**config.mk**
```make
export PLATFORM = sky130hd
export DESIGN_NAME = vga_text_writer
export DESIGN_NICKNAME = d
export VERILOG_FILES = /design/src/rtl/vga_text_writer_pkg.sv /design/src/rtl/vga_text_writer.sv
export SDC_FILE = /design/constraint.sdc
export NUM_CORES = 1
export LEC_CHECK = 0
export CAP_MARGIN = 10
export CELL_PAD_IN_SITES_DETAIL_PLACEMENT = 0
export CELL_PAD_IN_SITES_GLOBAL_PLACEMENT = 1
export CORE_MARGIN = 2
export CORE_UTILIZATION = 39
export DETAILED_ROUTE_END_ITERATION = 8
export PLACE_DENSITY = 0.8
export SYNTH_ARGS = -nofsm -noshare
export SYNTH_HDL_FRONTEND = slang
export SYNTH_SLANG_ARGS = --single-unit
```
**constraint.sdc**
```tcl
create_clock -name clk -period 2.45 [get_ports clk]
set_clock_uncertainty 0.15 [all_clocks]
set_input_delay 0.3675 -clock clk [delete_from_list [all_inputs] [get_ports clk]]
set_output_delay 0.3675 -clock clk [all_outputs]
set_load 0.05 [all_outputs]
```
**src/rtl/vga_text_writer_pkg.sv**
```systemverilog
// vga_text_pkg: character codes and FSM states shared by the text writer
package vga_text_pkg;
  localparam logic [7:0] CHAR_SPACE = 8'h20;
  localparam logic [7:0] CHAR_BS    = 8'h08;
  localparam logic [7:0] CHAR_LF    = 8'h0A;
  localparam logic [7:0] CHAR_FF    = 8'h0C;
  localparam logic [7:0] CHAR_CR    = 8'h0D;
  localparam logic [7:0] PRINT_MIN  = 8'h20;
  localparam logic [7:0] PRINT_MAX  = 8'h7E;
  typedef enum logic [1:0] {CLR_ALL, IDLE, CLR_ROW} state_e;
endpackage

```
**src/rtl/vga_text_writer.sv**
```systemverilog
// vga_text_writer: terminal-style character stream to VGA text buffer writes
module vga_text_writer
  import vga_text_pkg::*;
#(
  parameter int COLS   = 16,
  parameter int ROWS   = 4,
  parameter int ADDR_W = 6
) (
  input  logic              clk,
  input  logic              reset,
  input  logic [7:0]        in_char,
  input  logic              in_valid,
  output logic              in_ready,
  output logic [7:0]        char_write,
  output logic [ADDR_W-1:0] addr_write,
  output logic              write_enable
);
  localparam int RW = ROWS > 1 ? $clog2(ROWS) : 1;
  localparam int CW = COLS > 1 ? $clog2(COLS) : 1;
  localparam logic [ADDR_W-1:0] LAST_ALL = ADDR_W'(ROWS * COLS - 1);
  localparam logic [ADDR_W-1:0] LAST_COL = ADDR_W'(COLS - 1);
  if (ROWS * COLS > 2 ** ADDR_W) begin : g_bad_params
    $error("ROWS*COLS exceeds the ADDR_W address space");
  end
  state_e state_q, state_d;
  logic [RW-1:0] row_q, row_d, next_row;
  logic [CW-1:0] col_q, col_d;
  logic [ADDR_W-1:0] cnt_q, cnt_d, addr_q, addr_d, row_base, cur_addr;
  logic [7:0] char_q, char_d;
  logic we_q, we_d, clr_last, printable, col_wrap;
  assign row_base = ADDR_W'(row_q) * ADDR_W'(COLS);
  assign cur_addr = row_base + ADDR_W'(col_q);
  assign next_row = (row_q == RW'(ROWS - 1)) ? '0 : row_q + 1'b1;
  assign clr_last = (state_q == CLR_ALL) ? (cnt_q == LAST_ALL) : (cnt_q == LAST_COL);
  assign printable = (in_char >= PRINT_MIN) && (in_char <= PRINT_MAX);
  assign col_wrap = (col_q == CW'(COLS - 1));
  assign in_ready = (state_q == IDLE);
  assign char_write = char_q;
  assign addr_write = addr_q;
  assign write_enable = we_q;
  always_comb begin
    state_d = state_q;
    row_d = row_q;
    col_d = col_q;
    cnt_d = cnt_q;
    we_d = 1'b0;
    addr_d = addr_q;
    char_d = char_q;
    case (state_q)
      CLR_ALL, CLR_ROW: begin
        we_d = 1'b1;
        char_d = CHAR_SPACE;
        addr_d = (state_q == CLR_ALL) ? cnt_q : row_base + cnt_q;
        cnt_d = clr_last ? '0 : cnt_q + 1'b1;
        state_d = clr_last ? IDLE : state_q;
      end
      default: if (in_valid) begin
        if (printable) begin
          we_d = 1'b1;
          char_d = in_char;
          addr_d = cur_addr;
          col_d = col_wrap ? '0 : col_q + 1'b1;
          row_d = col_wrap ? next_row : row_q;
          state_d = col_wrap ? CLR_ROW : IDLE;
        end else if (in_char == CHAR_LF) begin
          col_d = '0;
          row_d = next_row;
          state_d = CLR_ROW;
        end else if (in_char == CHAR_CR) begin
          col_d = '0;
        end else if (in_char == CHAR_BS && col_q != '0) begin
          col_d = col_q - 1'b1;
          we_d = 1'b1;
          char_d = CHAR_SPACE;
          addr_d = cur_addr - 1'b1;
        end else if (in_char == CHAR_FF) begin
          row_d = '0;
          col_d = '0;
          state_d = CLR_ALL;
        end
      end
    endcase
  end
  always_ff @(posedge clk) begin
    if (reset) begin
      state_q <= CLR_ALL;
      row_q <= '0;
      col_q <= '0;
      cnt_q <= '0;
      we_q <= 1'b0;
      addr_q <= '0;
      char_q <= 8'h00;
    end else begin
      state_q <= state_d;
      row_q <= row_d;
      col_q <= col_d;
      cnt_q <= cnt_d;
      we_q <= we_d;
      addr_q <= addr_d;
      char_q <= char_d;
    end
  end
endmodule

```
# After elaboration in Yosys (flattened, before gate mapping)
# Index checks and enable logic that the tools add are counted.
dict set report totals {
  elab_cells 95
  regBits 29
  input_bits 11
}
dict set report op_classes {
  bitwise_logic 1
  eq_ne 20
  n_reduce_logical 17
  n_mux 40
  n_lt_le_gt_ge 2
  n_addsub 7
}
# operator count
set ops {}
lappend ops {{2-to-1 mux 6 bit} 10}
lappend ops {{equality test 8 x 4 -> 1 bit, second input constant} 4}
lappend ops {{2-to-1 mux 8 bit} 4}
lappend ops {{2-to-1 mux 2 bit} 13}
lappend ops {{2-to-1 mux 4 bit} 6}
lappend ops {{>= comparator 8 x 6 -> 1 bit, second input constant} 1}
lappend ops {{<= comparator 8 x 7 -> 1 bit, second input constant} 1}
lappend ops {{!= test 4 x 3 -> 1 bit, second input constant} 2}
lappend ops {{AND reduction 4 bit} 2}
lappend ops {{nonzero test 4 bit} 2}
lappend ops {{2-to-1 mux 1 bit} 7}
lappend ops {{adder 6 x 1 -> 6 bit, second input constant} 1}
lappend ops {{adder 6 x 4 -> 6 bit} 1}
lappend ops {{adder 6 bit} 1}
lappend ops {{equality test 6 x 4 -> 1 bit, second input constant} 1}
lappend ops {{equality test 6 bit, second input constant} 1}
lappend ops {{!= test 2 bit, second input constant} 3}
lappend ops {{!= test 3 x 2 -> 1 bit, second input constant} 2}
lappend ops {{!= test 3 bit, second input constant} 2}
lappend ops {{AND reduction 6 bit} 1}
lappend ops {{nonzero test 3 bit} 2}
lappend ops {{subtractor 6 x 1 -> 6 bit, second input constant} 1}
lappend ops {{AND reduction 5 bit} 1}
lappend ops {{nonzero test 5 bit} 1}
lappend ops {{14 further kinds} 17}

# Logic depth before layout (Yosys ltp)
# Gate-level depths: netlist of the first run.
dict set report depth {
  ltp_word 8
  depth_mapped 8
  ltp_nobuf 7
}

# Worst setup path after synthesis of the first run
# Ideal clock, no wire load.
dict set report synth_timing {
  path_type {input-to-reg}
  start {in in_char[4]}
  end {reg addr_q[1], in the netlist addr_write[1]}
  n_path_buf 1
  arrival_ps 2076
  stages 6
  setup_time_ps 88
  slack_ps 136
  t_required_ps 2212
  cell_sequence {or4_1 > buf_2 > nor4_4 > o21ai_4 > a211o_1 > a311oi_2}
}
dict set report synth_between {
  elab_chain_len 5
  elab_cells_between_ends 14
  classes_between {order compare: 2; eq/ne: 5; mux: 3; reduce/logical: 4}
}
# item line
set synth_lines {}
lappend synth_lines {{start, declared} vga_text_writer.sv:11} ;# input logic [7:0] in_char,
lappend synth_lines {{>= comparator 8 x 6 -> 1 bit / <= comparator 8 x 7 -> 1 bit (equally long branches)} vga_text_writer.sv:35} ;# assign printable = (in_char >= PRINT_MIN) && (in_char <= PRINT_MAX);
lappend synth_lines {{logical AND 1 bit} vga_text_writer.sv:35}
lappend synth_lines {{2-to-1 mux 6 bit} vga_text_writer.sv:58} ;# if (printable) begin
lappend synth_lines {{2-to-1 mux 6 bit} vga_text_writer.sv:57} ;# default: if (in_valid) begin
lappend synth_lines {{2-to-1 mux 6 bit} vga_text_writer.sv:49} ;# case (state_q)
lappend synth_lines {{end signal, assigned} vga_text_writer.sv:99} ;# addr_q <= addr_d;
lappend synth_lines {{end, declared} vga_text_writer.sv:28} ;# logic [ADDR_W-1:0] cnt_q, cnt_d, addr_q, addr_d, row_base, cur_addr;
# Parallel ways exist; a longest one is shown, timed or not. The select of a mux whose other input is x is not followed.
# A chain may end at the register's enable or synchronous reset.

# Worst setup path in the final report of the first run
dict set report layout_timing {
  start {in in_char[3]}
  end {reg col_q[3]}
}
dict set report layout_between {
  elab_chain_len 6
  elab_cells_between_ends 14
  classes_between {order compare: 2; eq/ne: 4; mux: 4; reduce/logical: 4}
}
# item line
set layout_lines {}
lappend layout_lines {{branches (longest 6 deep; another with >= comparator 8 x 6 -> 1 bit)} -}
lappend layout_lines {{end signal, assigned} vga_text_writer.sv:96} ;# col_q <= col_d;
lappend layout_lines {{end, declared} vga_text_writer.sv:27} ;# logic [CW-1:0] col_q, col_d;
# Several ways; the timed one is not identified.

==> load_flow_metrics.sql, run 1 <==
INSERT INTO impl_metrics (metric_group, metric, value, unit) VALUES
('outcome', 'run_status', 'finished clean', ''),
('yosys', 'postSynthAreaPerCell', '8.60', 'µm²'),
('critical_path', 'logic_depth_of_the_worst_register_to_register_path', '7', ''),
('finish', 'final_cell_count_without_fillers', '286', ''),
('critical_path', 'cp-end-kind', 'flip-flop', ''),
('sta', 'fin_worst_hold_slack', '363', 'ps'),
('sta', 'setup_repair_after_global_routing_missed_its_margin', 'no', ''),
('cts', 'cts.reportedPaths.clkPinSlew', '70', 'ps'),
('sta', 'final_max_slew_viol_count', '0', ''),
('global_routing', 'vias_in_the_first_global_route', '1498', ''),
('cts', 'cts_max_path_buffers', '2', ''),
('critical_path', 'timing.reg2reg.setup_slack', '270', 'ps'),
('detailed_routing', 'postRouteAntennaNets', '0', ''),
('global_routing', 'grt.overflow.total', '0', ''),
('detailed_routing', 'drt-initial-drc-count', '219', ''),
('detailed_routing', 'vias', '1636', ''),
('detailed_routing', 'drt_drc_violations_left', '0', ''),
('placement', 'place.gp.congestion', '0.867', ''),
('yosys', 'postSynthRegisterBits', '29', ''),
('finish', 'drive_gt1_share', '19.5', '%'),
('finish', 'area.growth.synth_to_final', '35.1', '%'),
('pwr', 'max-vdd-ir-drop', '0.404', 'mV'),
('cts', 'tritoncts.num_buffers', '5', ''),
('detailed_routing', 'post_detailed_route_wirelength_per_cell', '14.6', 'µm'),
('worst_hold_path', 'hold_path_end', 'addr_write[1]', ''),
('global_routing', 'initial_antenna_violation_count', '0', ''),
('floorplanning', 'std_cell_rows', '23', ''),
('floorplanning', 'io-pin-count', '27', ''),
('sta', 'tightestPinTransition', '553', 'ps'),
('sta', 'final.min_clock_period', '2370', 'ps'),
('yosys', 'synth.net_count', '206', ''),
('job', 'drv.max_cap_violation_count', '0', ''),
('global_routing', 'grt_pass1_wl', '6.87', 'mm'),
('floorplanning', 'fp.dieArea', '0.00472', 'mm²'),
('detailed_routing', 'route.final.wire_length', '4.19', 'mm'),
('worst_hold_path', 'holdCritStartpoint', 'addr_write[1]', ''),
('critical_path', 'path_max_fanout', '4', ''),
('sta', 'slew_headroom', '63.1', '%'),
('sta', 'setup_slack', '83.1', 'ps'),
('finish', 'antenna-diode-count', '0', ''),
('floorplanning', 'die_width', '68.7', 'µm'),
('sta', 'hold_violations', '0', ''),
('yosys', 'netlist-cell-type-count', '54', ''),
('worst_hold_path', 'worst_hold_path_type', 'reg -> reg', ''),
('yosys', 'number_of_synthesized_flops_with_an_enable_pin', '0', ''),
('yosys', 'yosysSeqAreaShare', '35.5', '%'),
('cts', 'cts.hold.buffers_added', '0', ''),
('cts', 'htreeDepth', '2', ''),
('floorplanning', 'core-area', '0.00403', 'mm²'),
('cts', 'cts_tree', 'yes', ''),
('yosys', 'synth-warning-count', '0', ''),
('floorplanning', 'starting_density_of_the_core', '40.6', '%'),
('pwr', 'power_density', '456', 'mW/mm²'),
('critical_path', 'reg2reg_to', 'col_q[0]', ''),
('placement', 'numPortBuffers', '26', ''),
('yosys', 'fraction_of_synthesis_flops_using_an_asynchronous_set_or_reset_pin', '0', '%'),
('global_routing', 'grt_max_degree', '21', ''),
('worst_hold_path', 'min_path_cells', '2', ''),
('finish', 'register_area', '581', 'µm²'),
('detailed_routing', 'first_pass_iters', '4', ''),
('detailed_routing', 'routed_via_density', '5.72', ''),
('yosys', 'syn_inst_count', '190', ''),
('sta', 'max_freq', '422', 'MHz'),
('finish', 'multi_input_comb_area', '0.00101', 'mm²'),
('floorplanning', 'chipHeight', '68.7', 'µm'),
('placement', 'detailedPlace.worstSlack', '-400', 'ps'),
('placement', 'placed_cell_count', '278', ''),
('cts', 'cts_root_buf', 'sky130_fd_sc_hd__clkbuf_8', ''),
('critical_path', 'reg2reg_from', 'col_q[0]', ''),
('cts', 'clk-insertion-delay-late', '280', 'ps'),
('finish', 'filler_cell_count', '375', ''),
('critical_path', 'crit_path_start_kind', 'input port', ''),
('sta', 'setup_violations', '0', ''),
('placement', 'post-dp-hpwl', '3.18', 'mm'),
('cts', 'cts.sink_count', '29', ''),
('yosys', 'yosys_most_used_dff', 'sky130_fd_sc_hd__dfxtp_1', ''),
('sta', 'period_share', '96.6', '%'),
('finish', 'design.final.nets', '251', ''),
('critical_path', 'critPathRequiredTime', '2480', 'ps'),
('global_routing', 'grt.total_usage', '19.5', '%'),
('critical_path', 'worst-endpoint-arrival', '2400', 'ps'),
('pwr', 'power.leakage', '0.837', 'nW'),
('yosys', 'syn_area', '0.00163', 'mm²'),
('critical_path', 'setup.worst_path.class', 'in -> reg', '');
==> synth_stat cells, types with 3 or more instances <==
cell / number / area, µm²
sky130_fd_sc_hd__nor2_1: 23 / 86.3
sky130_fd_sc_hd__nor3_1: 3 / 15.0
sky130_fd_sc_hd__nor3b_1: 4 / 30.0
sky130_fd_sc_hd__a21oi_1: 9 / 45.0
sky130_fd_sc_hd__xnor2_1: 5 / 43.8
sky130_fd_sc_hd__nand3_1: 9 / 45.0
sky130_fd_sc_hd__mux2i_1: 4 / 40.0
sky130_fd_sc_hd__dfxtp_1: 29 / 581
sky130_fd_sc_hd__o21ai_0: 5 / 25.0
sky130_fd_sc_hd__ha_1: 5 / 62.6
sky130_fd_sc_hd__a22o_1: 3 / 26.3
sky130_fd_sc_hd__o211ai_1: 3 / 22.5
sky130_fd_sc_hd__nor2b_1: 6 / 37.5
sky130_fd_sc_hd__nand2_1: 8 / 30.0
sky130_fd_sc_hd__a22oi_1: 6 / 45.0
sky130_fd_sc_hd__o21bai_1: 3 / 22.5
sky130_fd_sc_hd__inv_1: 5 / 18.8
sky130_fd_sc_hd__xor2_1: 4 / 35.0
sky130_fd_sc_hd__clkbuf_1: 10 / 37.5
sky130_fd_sc_hd__a211oi_1: 3 / 22.5
==> kinds of logic after synthesis <==
family / Yosys count / share of synthesized area, %
buffers and inverters: 18 / 4.21
XOR/XNOR: 9 / 4.82
AO/OA/AOI/OAI: 53 / 24.5
multiplexers: 4 / 2.45
adder cells (fa/ha/maj): 5 / 3.83
AND/OR/NAND/NOR: 72 / 24.7
flip-flops: 29 / 35.5
==> placed cells by master (no fill, tap or decap), types with 4 or more instances in the layout <==
cell,count
sky130_fd_sc_hd__mux2i_1,4
sky130_fd_sc_hd__ha_1,5
sky130_fd_sc_hd__clkbuf_8,5
sky130_fd_sc_hd__nand2_1,8
sky130_fd_sc_hd__xnor2_1,5
sky130_fd_sc_hd__nor2_1,23
sky130_fd_sc_hd__o21ai_0,5
sky130_fd_sc_hd__nand3_1,9
sky130_fd_sc_hd__buf_4,26
sky130_fd_sc_hd__nor2b_1,6
sky130_fd_sc_hd__a21oi_1,9
sky130_fd_sc_hd__dfxtp_1,29
sky130_fd_sc_hd__inv_1,5
sky130_fd_sc_hd__a22oi_1,6
sky130_fd_sc_hd__clkdlybuf4s50_1,22
sky130_fd_sc_hd__xor2_1,4
==> metal layers <==
layer	routed length (µm)	global-route usage, %	vias to the layer above
li1	-	-	796
met5	0	0	-
met3	208	5.03	8
met2	2010	31.1	58
met1	1920	25.8	774
met4	44	6.37	0
==> worst max-delay path, cell delays in order <==
cell and delay [ps]:
sky130_fd_sc_hd__clkdlybuf4s50_1 470, sky130_fd_sc_hd__or3b_2 510, sky130_fd_sc_hd__or4_4 540, sky130_fd_sc_hd__o22ai_2 150
sky130_fd_sc_hd__nand3_1 90, sky130_fd_sc_hd__o311ai_1 270
==> area by class of cell <==
type                       count  share of cell area, %
clock buffer                   6                   3.29
clock inverter                 2                  0.454
inverter                       5                  0.850
multi-input combinational    143                   45.7
sequential                    29                   26.3
tap                           50                   2.83
timing repair buffer          51                   20.5
==> report_power, final <==
part           switching (mW)  internal (mW)
Clock                   0.177          0.196
Combinational          0.0768         0.0687
Sequential            0.00747          0.481
==> worst max-delay path by stage <==
| stage | start | endpoint | depth (start not counted) |
|---|---|---|---|
| final | in_char[3] | col_q[3] | 6 |
| after global routing | in_char[3] | col_q[3] | 6 |
| after floorplan | in_char[4] | addr_write[1] | 6 |
| after detailed placement | in_char[4] | col_q[0] | 6 |
| after CTS | in_char[4] | col_q[3] | 6 |
| after global placement | in_char[4] | addr_write[5] | 6 |
==> through the flow <==
step / power, mW / util, % / TNS [ps] / instance area, µm²
after floorplan: 0.576 / - / 0 / 1630
after global placement: 0.640 / 51.9 / -4600 / 2090
after detailed placement: 0.641 / 51.9 / -5630 / 2090
after CTS: 1.02 / 54.3 / 0 / 2190
after global routing: 1.05 / 54.8 / 0 / 2210
final: 1.01 / 54.8 / 0 / 2210
==> state kept, by name (all words and copies together), names as in the netlist <==
register,cells
char_write,8
state_q,2
row_q,2
cnt_q,6
col_q,4
addr_write,6
write_enable,1
==> what timing repair did <==
action                     CTS  global route
pin swaps                    0             4
setup endpoints to repair    5             6
resized for setup            3             5
buffers inserted             0             0
Power figures use the tool's default switching activity.
==> inputs of run 2 (changes only) <==
Settings changed: SETUP_SLACK_MARGIN set to 0.05.
==> load_flow_metrics.sql, run 2 (synthesized netlist as in run 1, its figures left out) <==
INSERT INTO impl_metrics (metric_group, metric, value, unit) VALUES
('pwr', 'power.internal', '0.747', 'mW'),
('pwr', 'power.leakage', '0.836', 'nW'),
('finish', 'largest_register_ffs', '8', ''),
('detailed_routing', 'post_detailed_route_wirelength_per_cell', '14.9', 'µm'),
('critical_path', 'critPathRequiredTime', '2480', 'ps'),
('detailed_routing', 'postRouteAntennaNets', '0', ''),
('critical_path', 'setup.worst_path.class', 'in -> reg', ''),
('cts', 'tritoncts.num_buffers', '5', ''),
('detailed_routing', 'routed_via_density', '5.69', ''),
('sta', 'setup_violations', '0', ''),
('detailed_routing', 'drt-initial-drc-count', '242', ''),
('critical_path', 'path_max_fanout', '5', ''),
('placement', 'post-dp-hpwl', '3.18', 'mm'),
('pwr', 'p_seq_share', '48.4', '%'),
('critical_path', 'timing.critical_path.buf_inv', '1', ''),
('sta', 'final_max_slew_viol_count', '0', ''),
('finish', 'area.growth.synth_to_final', '37.0', '%'),
('placement', 'detailedPlace.worstSlack', '-400', 'ps'),
('sta', 'hold_violations', '0', ''),
('detailed_routing', 'first_pass_iters', '4', ''),
('critical_path', 'cp-end-kind', 'flip-flop', ''),
('finish', 'layout.cells.most_common_list', 'sky130_fd_sc_hd__dfxtp_1 (29), sky130_fd_sc_hd__buf_4 (27), sky130_fd_sc_hd__nor2_1 (22), sky130_fd_sc_hd__clkdlybuf4s50_1 (22)', ''),
('sta', 'tightestPinTransition', '524', 'ps'),
('floorplanning', 'chipHeight', '68.7', 'µm'),
('cts', 'cts.sink_count', '29', ''),
('pwr', 'power_density', '451', 'mW/mm²'),
('critical_path', 'crit_path_start_kind', 'input port', ''),
('cts', 'cts_max_path_buffers', '2', ''),
('finish', 'final_cell_count_without_fillers', '287', ''),
('floorplanning', 'io-pin-count', '27', ''),
('detailed_routing', 'drt_drc_violations_left', '0', ''),
('floorplanning', 'die_width', '68.7', 'µm'),
('sta', 'setup_slack', '142', 'ps'),
('sta', 'setup_repair_after_global_routing_missed_its_margin', 'no', ''),
('floorplanning', 'starting_density_of_the_core', '40.6', '%'),
('critical_path', 'critical-path-max-stage-delay', '570', 'ps'),
('global_routing', 'grt_pass1_wl', '6.91', 'mm'),
('floorplanning', 'fp.dieArea', '0.00472', 'mm²'),
('finish', 'filler_cell_count', '371', ''),
('sta', 'period_share', '94.2', '%'),
('cts', 'cts_root_buf', 'sky130_fd_sc_hd__clkbuf_8', ''),
('critical_path', 'crit_chain', 'clkdlybuf4s50_1, or4_4, or4_4, o22ai_2, nand3_1, o311ai_1', ''),
('global_routing', 'vias_in_the_first_global_route', '1509', ''),
('global_routing', 'initial_antenna_violation_count', '0', ''),
('floorplanning', 'std_cell_rows', '23', ''),
('detailed_routing', 'route.final.wire_length', '4.28', 'mm'),
('global_routing', 'grt.total_usage', '19.7', '%'),
('critical_path', 'critical-path-top-delay-family', 'simple AND/OR/NAND/NOR gates', ''),
('worst_hold_path', 'worst_hold_path_type', 'in -> reg', ''),
('pwr', 'clock_power_share', '37.0', '%'),
('cts', 'cts_tree', 'yes', ''),
('sta', 'slew_headroom', '64.9', '%'),
('cts', 'cts.reportedPaths.clkPinSlew', '60', 'ps'),
('finish', 'design.final.nets', '252', ''),
('sta', 'setup_total_negative_slack', '0', 'ps'),
('critical_path', 'worst-endpoint-arrival', '2340', 'ps'),
('global_routing', 'grt_max_degree', '21', ''),
('finish', 'final_common_cell', 'sky130_fd_sc_hd__dfxtp_1', ''),
('pwr', 'max-vdd-ir-drop', '0.401', 'mV'),
('placement', 'placed_cell_count', '278', ''),
('cts', 'cts.hold.buffers_added', '0', ''),
('floorplanning', 'core-area', '0.00403', 'mm²'),
('finish', 'drive_gt1_share', '21.5', '%'),
('critical_path', 'cell_occurring_most_often_along_the_worst_timing_path', 'sky130_fd_sc_hd__or4_4', ''),
('pwr', 'netSwitchingFraction', '26.0', '%'),
('detailed_routing', 'vias', '1632', ''),
('sta', 'max_freq', '433', 'MHz'),
('placement', 'place.gp.congestion', '0.867', ''),
('pwr', 'power.switching', '0.263', 'mW'),
('cts', 'clk-insertion-delay-late', '280', 'ps'),
('pwr', 'proportion_of_power_drawn_by_combinational_gates', '14.7', '%'),
('finish', 'antenna-diode-count', '0', ''),
('placement', 'numPortBuffers', '26', ''),
('job', 'drv.max_cap_violation_count', '0', ''),
('outcome', 'run_status', 'finished clean', ''),
('sta', 'final.min_clock_period', '2310', 'ps'),
('critical_path', 'cpMaxStageDelayCell', 'sky130_fd_sc_hd__or4_4', ''),
('cts', 'htreeDepth', '2', ''),
('global_routing', 'grt.overflow.total', '0', '');
-- run 2: tightest hold or removal path: cells and delay by family --
family | cells | cell delay (ps)
buffers and inverters | 2 | 230
AO/OA/AOI/OAI | 1 | 70
AND/OR/NAND/NOR | 1 | 80
-- run 2: power by group through the flow --
stage / logic, mW / registers (mW) / clock network, mW
after floorplan: 0.0634 / 0.513 / 0
after global placement: 0.142 / 0.498 / 0
after detailed placement: 0.143 / 0.498 / 0
after CTS: 0.145 / 0.488 / 0.383
after global routing: 0.159 / 0.489 / 0.405
final: 0.148 / 0.488 / 0.373
-- run 2: per-stage QoR --
step / instance area, µm² / hold slack [ps] / total power, mW / util, %
after CTS: 2200 / 364 / 1.02 / 54.7
final: 2240 / 356 / 1.01 / 55.6
after global placement: 2090 / 345 / 0.640 / 51.9
after global routing: 2240 / 381 / 1.05 / 55.6
after floorplan: 1630 / 345 / 0.576 / -
after detailed placement: 2090 / 348 / 0.641 / 51.9
-- run 2: layer usage --
layer  routed length, µm  up-vias  part of all wire [%]  GRT usage [%]
met5                   0        -                     0              0
met3                 209        6                   4.9           4.87
li1                    -      798                     -              -
met4                  44        0                   1.0           7.11
met2                2090       44                    49           31.3
met1                1940      784                    45           25.9
-- run 2: final timing paths --
path / from / end / slack [ps] / cells after the start
min: in_char[4] / char_write[4] / 360 / 4
min reg2reg: char_write[2] / char_write[2] / 360 / 2
max: in_char[6] / col_q[3] / 140 / 6
max reg2reg: col_q[0] / col_q[0] / 300 / 7
-- run 2: final cells by class --
type | count | area, µm² | area share (%)
Clock buffer | 6 | 72.6 | 3.24
Clock inverter | 2 | 10.0 | 0.447
Inverter | 5 | 18.8 | 0.838
Multi-Input combinational cell | 143 | 1040 | 46.5
Sequential cell | 29 | 581 | 25.9
Tap cell | 50 | 62.6 | 2.79
Timing Repair Buffer | 52 | 453 | 20.2
-- run 2: what timing repair did --
item,in CTS,in global routing
pin swaps,4,4
resized for setup,7,7
endpoints found under the setup margin,13,8
buffers inserted,1,0
==> inputs of run 3 (changes only) <==
--- a/config.mk
+++ b/config.mk
@@ -11,5 +11,6 @@
 export CORE_MARGIN = 2
-export CORE_UTILIZATION = 39
+export CORE_UTILIZATION = 46
 export DETAILED_ROUTE_END_ITERATION = 8
-export PLACE_DENSITY = 0.8
+export DONT_BUFFER_PORTS = 1
+export PLACE_DENSITY = 0.79
 export SETUP_SLACK_MARGIN = 0.05
--- a/constraint.sdc
+++ b/constraint.sdc
@@ -4,2 +4,2 @@
 set_output_delay 0.3675 -clock clk [all_outputs]
-set_load 0.05 [all_outputs]
+set_load 0.005 [all_outputs]
==> load_flow_metrics.sql, run 3 (synthesized netlist as in run 1, its figures left out) <==
INSERT INTO impl_metrics (metric_group, metric, value, unit) VALUES
('outcome', 'run_status', 'finished clean', ''),
('floorplanning', 'fp.dieArea', '0.00404', 'mm²'),
('finish', 'layout.cells.most_common_list', 'sky130_fd_sc_hd__dfxtp_1 (29), sky130_fd_sc_hd__nor2_1 (23), sky130_fd_sc_hd__nand3_1 (9), sky130_fd_sc_hd__a21oi_1 (9), sky130_fd_sc_hd__buf_4 (9)', ''),
('placement', 'place.gp.congestion', '0.841', ''),
('placement', 'numPortBuffers', '0', ''),
('worst_hold_path', 'min_path_cells', '1', ''),
('placement', 'post-dp-hpwl', '2.80', 'mm'),
('worst_hold_path', 'holdCritStartpoint', 'reset', ''),
('placement', 'detailed_place.area', '0.00171', 'mm²'),
('critical_path', 'path_max_fanout', '4', ''),
('finish', 'antenna-diode-count', '0', ''),
('cts', 'cts_tree', 'yes', ''),
('floorplanning', 'io-pin-count', '27', ''),
('finish', 'design.final.nets', '210', ''),
('detailed_routing', 'first_pass_iters', '4', ''),
('cts', 'clk-insertion-delay-late', '330', 'ps'),
('finish', 'area.growth.synth_to_final', '10.4', '%'),
('sta', 'setup_violations', '0', ''),
('floorplanning', 'core-area', '0.00336', 'mm²'),
('sta', 'final_max_slew_viol_count', '0', ''),
('job', 'drv.max_cap_violation_count', '0', ''),
('pwr', 'power.leakage', '0.632', 'nW'),
('sta', 'final.min_clock_period', '2170', 'ps'),
('pwr', 'power.switching', '0.219', 'mW'),
('detailed_routing', 'drt-initial-drc-count', '57', ''),
('detailed_routing', 'drt_drc_violations_left', '0', ''),
('critical_path', 'setup.worst_path.class', 'reg -> reg', ''),
('pwr', 'max-vdd-ir-drop', '0.329', 'mV'),
('detailed_routing', 'post_detailed_route_wirelength_per_cell', '16.2', 'µm'),
('pwr', 'netSwitchingFraction', '22.5', '%'),
('detailed_routing', 'route.final.wire_length', '3.90', 'mm'),
('pwr', 'p_seq_share', '50.1', '%'),
('global_routing', 'vias_in_the_first_global_route', '1403', ''),
('sta', 'fin_worst_hold_slack', '7.26', 'ps'),
('critical_path', 'cp-end-kind', 'flip-flop', ''),
('finish', 'largest_register_ffs', '8', ''),
('detailed_routing', 'vias', '1434', ''),
('floorplanning', 'die_width', '63.6', 'µm'),
('finish', 'postLayoutCellArea', '0.00180', 'mm²'),
('pwr', 'power_density', '541', 'mW/mm²'),
('critical_path', 'logic_depth_of_the_worst_register_to_register_path', '9', ''),
('pwr', 'clock_power_share', '42.4', '%'),
('floorplanning', 'std_cell_rows', '21', ''),
('critical_path', 'reg2reg_to', 'col_q[0]', ''),
('pwr', 'power.internal', '0.757', 'mW'),
('critical_path', 'worst-endpoint-arrival', '2280', 'ps'),
('worst_hold_path', 'worst_hold_path_type', 'in -> reg', ''),
('floorplanning', 'chipHeight', '63.6', 'µm'),
('cts', 'cts.sink_count', '29', ''),
('sta', 'slew_headroom', '63.0', '%'),
('sta', 'hold_violations', '0', ''),
('sta', 'max_freq', '461', 'MHz'),
('critical_path', 'reg2reg_from', 'col_q[0]', ''),
('cts', 'cts_max_path_buffers', '2', ''),
('worst_hold_path', 'hold_path_end', 'col_q[3]', ''),
('detailed_routing', 'postRouteAntennaNets', '0', ''),
('critical_path', 'crit_path_start_kind', 'flip-flop', ''),
('global_routing', 'grt_max_degree', '15', ''),
('cts', 'cts_root_buf', 'sky130_fd_sc_hd__clkbuf_4', ''),
('finish', 'final_common_cell', 'sky130_fd_sc_hd__dfxtp_1', ''),
('critical_path', 'timing.reg2reg.setup_slack', '280', 'ps'),
('critical_path', 'critPathRequiredTime', '2560', 'ps'),
('sta', 'setup_total_negative_slack', '0', 'ps'),
('global_routing', 'initial_antenna_violation_count', '0', ''),
('global_routing', 'grt.total_usage', '21.7', '%'),
('pwr', 'proportion_of_power_drawn_by_combinational_gates', '7.5', '%'),
('sta', 'tightestPinTransition', '552', 'ps'),
('floorplanning', 'starting_density_of_the_core', '48.6', '%'),
('sta', 'period_share', '88.5', '%'),
('cts', 'cts.reportedPaths.clkPinSlew', '90', 'ps'),
('finish', 'drive_gt1_share', '12.3', '%'),
('global_routing', 'grt_pass1_wl', '6.93', 'mm'),
('cts', 'htreeDepth', '2', ''),
('sta', 'setup_repair_after_global_routing_missed_its_margin', 'no', ''),
('global_routing', 'grt.overflow.total', '0', ''),
('cts', 'tritoncts.num_buffers', '5', ''),
('detailed_routing', 'routed_via_density', '5.95', '');
run 3: per-stage QoR:
stage               cells  power, mW  setup slack (ps)  util (%)
floorplan             190      0.561               136         -
global placement      232      0.566              82.0      50.8
detailed placement    232      0.569              48.7      50.8
CTS                   241      0.986               283      53.6
global route          241       1.02              54.4      53.6
finish                241      0.976               282      53.6
run 3: power groups by stage:
stage          clock network (mW)  registers [mW]  logic (mW)
3_5_place_dp                    0           0.500      0.0685
2_1_floorplan                   0           0.497      0.0634
5_1_grt                     0.451           0.491      0.0819
6_report                    0.414           0.489      0.0733
4_1_cts                     0.423           0.489      0.0737
3_3_place_gp                    0           0.500      0.0665
run 3: layer usage:
layer / vias to the layer above / track usage, % / routed length (µm)
met3: 5 / 6.79 / 251
li1: 717 / - / -
met1: 676 / 30.6 / 1850
met5: - / 0 / 0
met2: 36 / 32.0 / 1750
met4: 0 / 5.71 / 47
run 3: how the worst max path moves through the flow:
stage | slack (ps) | end | startpoint | depth (start not counted)
after detailed placement | 50 | col_q[0] | in_char[4] | 6
final | 280 | col_q[0] | col_q[0] | 9
after floorplan | 140 | addr_write[1] | in_char[4] | 6
after global placement | 80 | col_q[0] | in_char[4] | 6
after CTS | 280 | col_q[0] | col_q[0] | 9
after global routing | 50 | col_q[0] | col_q[0] | 9
run 3: layout make-up:
class / instances / area [µm²]
repair buffers: 10 / 77.6
clock buffers: 7 / 55.1
multi-input cells: 143 / 985
fillers: 350 / 1560
well taps: 46 / 57.6
flip-flops and latches: 29 / 581
clock inverters: 1 / 30.0
inverters: 5 / 18.8
run 3: what timing repair did:
action / CTS / global route
setup buffers: 0 / 0
hold buffers: 1 / 0
gates resized for setup: 0 / 0
endpoints found under the hold margin: 12 / 0
run 3: worst max-delay path, cell delays in order, from the launching register on:
cell	delay, ps
sky130_fd_sc_hd__dfxtp_1	350
sky130_fd_sc_hd__inv_1	70
sky130_fd_sc_hd__ha_1	250
sky130_fd_sc_hd__nor3b_1	150
sky130_fd_sc_hd__buf_4	160
sky130_fd_sc_hd__nor4_4	230
sky130_fd_sc_hd__buf_4	170
sky130_fd_sc_hd__a21oi_1	30
sky130_fd_sc_hd__or4_1	410
sky130_fd_sc_hd__a21oi_1	120
